### src/rtl/disp_fetch_ctrl.sv
// Display frame-fetch AXI read-address master: walks one frame in fixed INCR bursts,
// gated by an outstanding-burst limit and pixel-FIFO credit so the FIFO never overflows.
module disp_fetch_ctrl #(
    parameter int C_M_AXI_ADDR_WIDTH = 32,
    parameter int C_M_AXI_DATA_WIDTH = 64,
    parameter int BURST_LEN          = 16,
    parameter int MAX_OUTSTANDING    = 2,
    parameter int HACTIVE            = 1024,
    parameter int VACTIVE            = 768,
    parameter int PIX_PER_BEAT       = 2,
    parameter int FIFO_DEPTH         = 512
) (
    input  logic                          ACLK,
    input  logic                          ARESETN,
    input  logic                          DISP_ON,
    input  logic                          FRAME_START,
    input  logic [C_M_AXI_ADDR_WIDTH-1:0] DISP_ADDR,
    input  logic [$clog2(FIFO_DEPTH):0]   FIFO_WR_CNT,
    output logic                          M_AXI_ARVALID,
    input  logic                          M_AXI_ARREADY,
    output logic [C_M_AXI_ADDR_WIDTH-1:0] M_AXI_ARADDR,
    output logic [7:0]                    M_AXI_ARLEN,
    output logic [2:0]                    M_AXI_ARSIZE,
    input  logic                          M_AXI_RVALID,
    output logic                          M_AXI_RREADY,
    input  logic                          M_AXI_RLAST,
    input  logic [1:0]                    M_AXI_RRESP,
    output logic                          FETCH_BUSY,
    output logic                          FETCH_DONE,
    output logic                          FRAME_MISS,
    output logic                          RRESP_ERR
);

    localparam int AW          = C_M_AXI_ADDR_WIDTH;
    localparam int BEAT_BYTES  = C_M_AXI_DATA_WIDTH / 8;
    localparam int BURST_BYTES = BURST_LEN * BEAT_BYTES;
    localparam int NBURST      = HACTIVE * VACTIVE / (PIX_PER_BEAT * BURST_LEN);
    localparam int ISS_W       = $clog2(NBURST + 1);
    localparam int OUT_W       = $clog2(MAX_OUTSTANDING + 1);
    localparam int RST_STAGES  = 2;
    localparam logic [AW-1:0] ALIGN_MASK = ~AW'(BURST_BYTES - 1);

    typedef enum logic [1:0] {
        ST_IDLE  = 2'd0,
        ST_RUN   = 2'd1,
        ST_DRAIN = 2'd2
    } state_t;

    // Reset asserts asynchronously but is released in step with ACLK.
    logic [RST_STAGES-1:0] rst_sync_q;
    logic [RST_STAGES-1:0] rst_sync_d;
    logic                  rst_n;

    assign rst_sync_d[0] = 1'b1;
    generate
        for (genvar gi = 1; gi < RST_STAGES; gi++) begin : g_rst_sync
            assign rst_sync_d[gi] = rst_sync_q[gi-1];
        end
    endgenerate

    always_ff @(posedge ACLK or negedge ARESETN) begin
        if (!ARESETN) begin
            rst_sync_q <= '0;
        end else begin
            rst_sync_q <= rst_sync_d;
        end
    end

    assign rst_n = rst_sync_q[RST_STAGES-1];

    state_t          state_q, state_d;
    logic            arvalid_q, arvalid_d;
    logic [AW-1:0]   araddr_q, araddr_d;
    logic [ISS_W-1:0] issued_q, issued_d;
    logic [OUT_W-1:0] outst_q, outst_d;
    logic            fetch_done_q, fetch_done_d;
    logic            frame_miss_q, frame_miss_d;
    logic            rresp_err_q, rresp_err_d;

    logic            ar_hs;
    logic            r_last_ok;
    logic            frame_accept;
    logic            issue_ok;
    logic [31:0]     credit_need;

    assign ar_hs        = arvalid_q && M_AXI_ARREADY;
    assign r_last_ok    = M_AXI_RVALID && M_AXI_RLAST && (outst_q != '0);
    assign frame_accept = FRAME_START && DISP_ON && (state_q == ST_IDLE);

    // Room must exist for every burst already in flight plus the one about to be requested.
    assign credit_need = 32'(FIFO_WR_CNT) + (32'(outst_q) + 32'd1) * 32'(BURST_LEN);
    assign issue_ok    = (issued_q < ISS_W'(NBURST)) && DISP_ON &&
                         (outst_q < OUT_W'(MAX_OUTSTANDING)) &&
                         (credit_need <= 32'(FIFO_DEPTH));

    always_comb begin
        state_d      = state_q;
        arvalid_d    = 1'b0;
        araddr_d     = araddr_q;
        issued_d     = issued_q;
        outst_d      = outst_q;
        fetch_done_d = 1'b0;
        frame_miss_d = FRAME_START && !frame_accept;
        rresp_err_d  = frame_accept ? 1'b0 : rresp_err_q;

        if (M_AXI_RVALID && (M_AXI_RRESP != 2'b00)) begin
            rresp_err_d = 1'b1;
        end

        if (ar_hs) begin
            issued_d = issued_q + ISS_W'(1);
            araddr_d = araddr_q + AW'(BURST_BYTES);
        end

        case ({ar_hs, r_last_ok})
            2'b10:   outst_d = outst_q + OUT_W'(1);
            2'b01:   outst_d = outst_q - OUT_W'(1);
            default: outst_d = outst_q;
        endcase

        case (state_q)
            ST_IDLE: begin
                if (frame_accept) begin
                    state_d  = ST_RUN;
                    araddr_d = DISP_ADDR & ALIGN_MASK;
                    issued_d = '0;
                end
            end
            ST_RUN: begin
                // A pending request is never withdrawn; a new one waits one idle cycle.
                if (arvalid_q) begin
                    arvalid_d = !M_AXI_ARREADY;
                end else begin
                    arvalid_d = issue_ok;
                end
                if ((issued_q == ISS_W'(NBURST)) || (!DISP_ON && !arvalid_q)) begin
                    state_d = ST_DRAIN;
                end
            end
            ST_DRAIN: begin
                if (outst_q == '0) begin
                    state_d      = ST_IDLE;
                    fetch_done_d = (issued_q == ISS_W'(NBURST));
                end
            end
            default: state_d = ST_IDLE;
        endcase
    end

    always_ff @(posedge ACLK or negedge rst_n) begin
        if (!rst_n) begin
            state_q      <= ST_IDLE;
            arvalid_q    <= 1'b0;
            araddr_q     <= '0;
            issued_q     <= '0;
            outst_q      <= '0;
            fetch_done_q <= 1'b0;
            frame_miss_q <= 1'b0;
            rresp_err_q  <= 1'b0;
        end else begin
            state_q      <= state_d;
            arvalid_q    <= arvalid_d;
            araddr_q     <= araddr_d;
            issued_q     <= issued_d;
            outst_q      <= outst_d;
            fetch_done_q <= fetch_done_d;
            frame_miss_q <= frame_miss_d;
            rresp_err_q  <= rresp_err_d;
        end
    end

    assign M_AXI_ARVALID = arvalid_q;
    assign M_AXI_ARADDR  = araddr_q;
    assign M_AXI_ARLEN   = 8'(BURST_LEN - 1);
    assign M_AXI_ARSIZE  = 3'($clog2(BEAT_BYTES));
    assign M_AXI_RREADY  = 1'b1;
    assign FETCH_BUSY    = (state_q != ST_IDLE);
    assign FETCH_DONE    = fetch_done_q;
    assign FRAME_MISS    = frame_miss_q;
    assign RRESP_ERR     = rresp_err_q;

endmodule

### config.mk
export PLATFORM = sky130hd
export DESIGN_NAME = disp_fetch_ctrl
export DESIGN_NICKNAME = d
export VERILOG_FILES = /design/src/rtl/disp_fetch_ctrl.sv
export SDC_FILE = /design/constraint.sdc
export NUM_CORES = 1
export LEC_CHECK = 0
export CAP_MARGIN = 20
export CORE_ASPECT_RATIO = 1.25
export CORE_MARGIN = 2
export CORE_UTILIZATION = 37
export DETAILED_ROUTE_END_ITERATION = 10
export PLACE_DENSITY = 0.73
export SETUP_SLACK_MARGIN = 0.15
export SKIP_LAST_GASP = 1
export SYNTH_ARGS = -nofsm -noshare
export SYNTH_HDL_FRONTEND = slang
export SYNTH_SLANG_ARGS = --single-unit
export TNS_END_PERCENT = 20
### constraint.sdc
create_clock -name ACLK -period 1.95 [get_ports ACLK]
set_input_delay 0.4875 -clock ACLK [delete_from_list [all_inputs] [get_ports ACLK]]
set_output_delay 0.4875 -clock ACLK [all_outputs]
set_load 0.01 [all_outputs]
==> flow_summary.toml, run 1 <==
[route]
vias = 2908
routed_wl_um = 8423
wl_per_cell_um = 14.96
drt-initial-drc-count = 151
via_per_inst = 5.165
first_pass_iters = 4
drc = 0
antenna_left = 0

[place]
place.gp.congestion = 0.8096
hpwl_um = 6479
port-buffer-count = 73
dp_cells = 542
place_area_um2 = 4140

[critical_path]
r2r_slack_ns = -0.10
endpoint = "M_AXI_ARVALID"
crit_required_ns = 2.16
startpoint_type = "primary input"
r2r_cells = 8
crit_fanout = 2
crit_start = "FIFO_WR_CNT[5]"
endpoint_kind = "flip-flop"
rr_startpoint = "outst_q[0]"
r2r_end = "M_AXI_ARVALID"
arrival_ns = 2.27
worst-setup-path-type = "in -> reg"

[power]
p_int_mw = 3.076
powerDensity_nw_per_um2 = 1121
clockPowerShare_pct = 11.7
power_leakage_nw = 1.883
power_switching_mw = 1.858
seqPwrFrac_pct = 33.1
power.total_mw = 4.934
peakVddDrop_mv = 0.5952
p_comb_share_pct = 55.2
swShare_pct = 37.66

[floorplanning]
pin_count = 100
core.rowCount = 36
initial_core_util_pct = 38.35
dieHeight_um = 104.8
core-area_um2 = 7838
die_w_um = 84.61
die_area_um2 = 8864

[cts]
ctsHtreeMaxLevel = 2
cts_made_buffers = 5
tritoncts = "built"
clk_pin_slew_ns = 0.09
hold_buffers = 0
cts_root_buf = "clkbuf_8"
clkSinkCount = 50
clock_latency_ns = 0.30
clockBufferDepth = 2

[sta]
hold_violations = 0
finalCritPeriodShare_pct = 105.3
tns_ns = -0.1035
layout_setup_ws_ns = -0.1035
relSlewSlack_pct = 63.15
period_needed_ns = 2.053
skew_ns = 0.01183
rsz0062_at_grt = "true"
tightest_slew_ns = 0.5486
max_clock_freq_mhz = 487.0
setup_viol = 1
finalMaxSlewViolations = 0

[yosys]
synth_edf_count = 0
seq_area_frac_synth_pct = 41.63
async_flop_share_pct = 100.0
synth.distinct_cells = 46
synthFlopType = "dfrtp_1"
syn_area_per_cell_um2 = 8.918
yosys_warnings = 0
syn_inst = 337
syn_area_um2 = 3005
ys_ff_latch = 50

[global_routing]
antenna_found_initial = 0
grt_pass1_vias = 3069
gr-total-overflow = 0
grt_max_degree = 29
gr-usage-all-layers_pct = 19.03
grt_pass1_wl_um = 13860

[layout]
nNetsFinal = 529
area_delta_synth_final_pct = 46.50
design_area_um2 = 4403
layout-drive-gt1-share_pct = 20.94
mostFrequentLayoutCells = "clkdlybuf4s50_1, buf_4, dfrtp_1"
finalNonFillerCells = 563
antenna_cells = 0
mostFrequentLayoutCell = "clkdlybuf4s50_1"
utilization_pct = 56.18

[run]
maxCapViolCount = 0

[run_status]
violations = "setup timing"
outcome = "finished, violations left"

[hold_path]
hp-class = "reg -> async"
[through the flow]
step           setup slack [ns]  hold slack, ns
6_report                -0.1035          0.2465
3_3_place_gp            -0.4521          0.2491
3_5_place_dp            -0.5237          0.2550
5_1_grt                 -0.2059          0.2875
2_1_floorplan           0.02024          0.1919
4_1_cts                 -0.1675          0.2631
[power groups by stage]
stage | Clock (mW) | Combinational (mW) | Sequential (mW)
floorplan | 0 | 0.946 | 1.83
global placement | 0 | 2.38 | 1.64
detailed placement | 0 | 2.48 | 1.65
CTS | 0.604 | 2.64 | 1.63
global route | 0.635 | 2.96 | 1.68
finish | 0.576 | 2.72 | 1.63
[sequential cells by signal, indices dropped and copies added (netlist names)]
register,count
FETCH_DONE,1
FRAME_MISS,1
M_AXI_ARADDR,25
M_AXI_ARVALID,1
RRESP_ERR,1
issued_q,15
outst_q,2
rst_sync_q,2
state_q,2
[cell type report]
class,count,area [um2]
fillers,694,3435
clock buffers,5,68.82
well taps,95,118.9
repair buffers,136,1232
flip-flops and latches,50,1256
clock inverters,2,10.01
multi-input cells,258,1653
inverters,17,63.81
[worst max-delay path, stage by stage]
cell and delay, ns:
clkdlybuf4s50_1 0.48, inv_1 0.06, fa_2 0.42, xnor2_2 0.15, nor4b_2 0.28, a21oi_1 0.14
o32ai_2 0.26
[synth_stat cells, drive strengths merged, types with 3 or more instances]
master  instances  area [um2]
dfrtp          50        1251
nand2          34       127.6
nor2           29       108.9
buf            22       156.4
o21ai          20       100.1
xnor2          20       175.2
inv            17       63.81
nand4          17       112.6
nand3          15       75.07
a31oi          11       68.82
nor3           10       50.05
ha              9       112.6
nor4            9       71.32
xor2            9       78.83
clkbuf          8       30.03
or4             8       63.81
a21oi           7       35.03
or3             5       31.28
and2            4       25.02
nand2b          4       25.02
and3            3       18.77
o31ai           3       22.52
[worst min path at each step]
stage	from	to	slack (ns)	cells after the start
2_1_floorplan	ARESETN	rst_sync_q[0]	0.19	0
3_3_place_gp	rst_sync_q[1]	M_AXI_ARVALID	0.25	0
3_5_place_dp	rst_sync_q[1]	M_AXI_ARVALID	0.26	0
4_1_cts	rst_sync_q[1]	FRAME_MISS	0.26	0
5_1_grt	rst_sync_q[1]	M_AXI_ARVALID	0.29	0
6_report	rst_sync_q[1]	M_AXI_ARVALID	0.25	0
[what timing repair did]
item                       CTS  global route
pin swaps                   21             6
gates resized for setup     14            12
setup endpoints to repair   43            36
buffers inserted            10             4
hold endpoints to repair     0             0
[cells by family after synthesis]
logic type               after synthesis  synth area share, %
AND/OR/NAND/NOR                      146                25.90
AO/OA/AOI/OAI                         52                10.66
flip-flops                            50                41.63
buffers and inverters                 47                8.326
XOR/XNOR                              29                8.452
adder cells (fa/ha/maj)               10                4.413
other                                  2               0.2499
multiplexers                           1               0.3747
[routing by layer]
metal  up-vias  wire length (um)  share of wire (%)  track usage (%)
met5         -                 0                  0                0
met1      1388              3265                 39            21.52
met4         0               197                2.3            5.896
met2        89              4572                 54            36.11
met3        18               388                4.6            2.765
li1       1413                 -                  -                -
(Power assumes the default switching activity.)
==> run 2: changes to the inputs <==
--- a/config.mk
+++ b/config.mk
@@ -9,6 +9,7 @@
 export CORE_ASPECT_RATIO = 1.25
 export CORE_MARGIN = 2
 export CORE_UTILIZATION = 37
+export CTS_CLUSTER_SIZE = 16
 export DETAILED_ROUTE_END_ITERATION = 10
 export PLACE_DENSITY = 0.73
 export SETUP_SLACK_MARGIN = 0.15
==> results of run 2 <==
The final DEF is identical to that of run 1; final timing and power are the same.
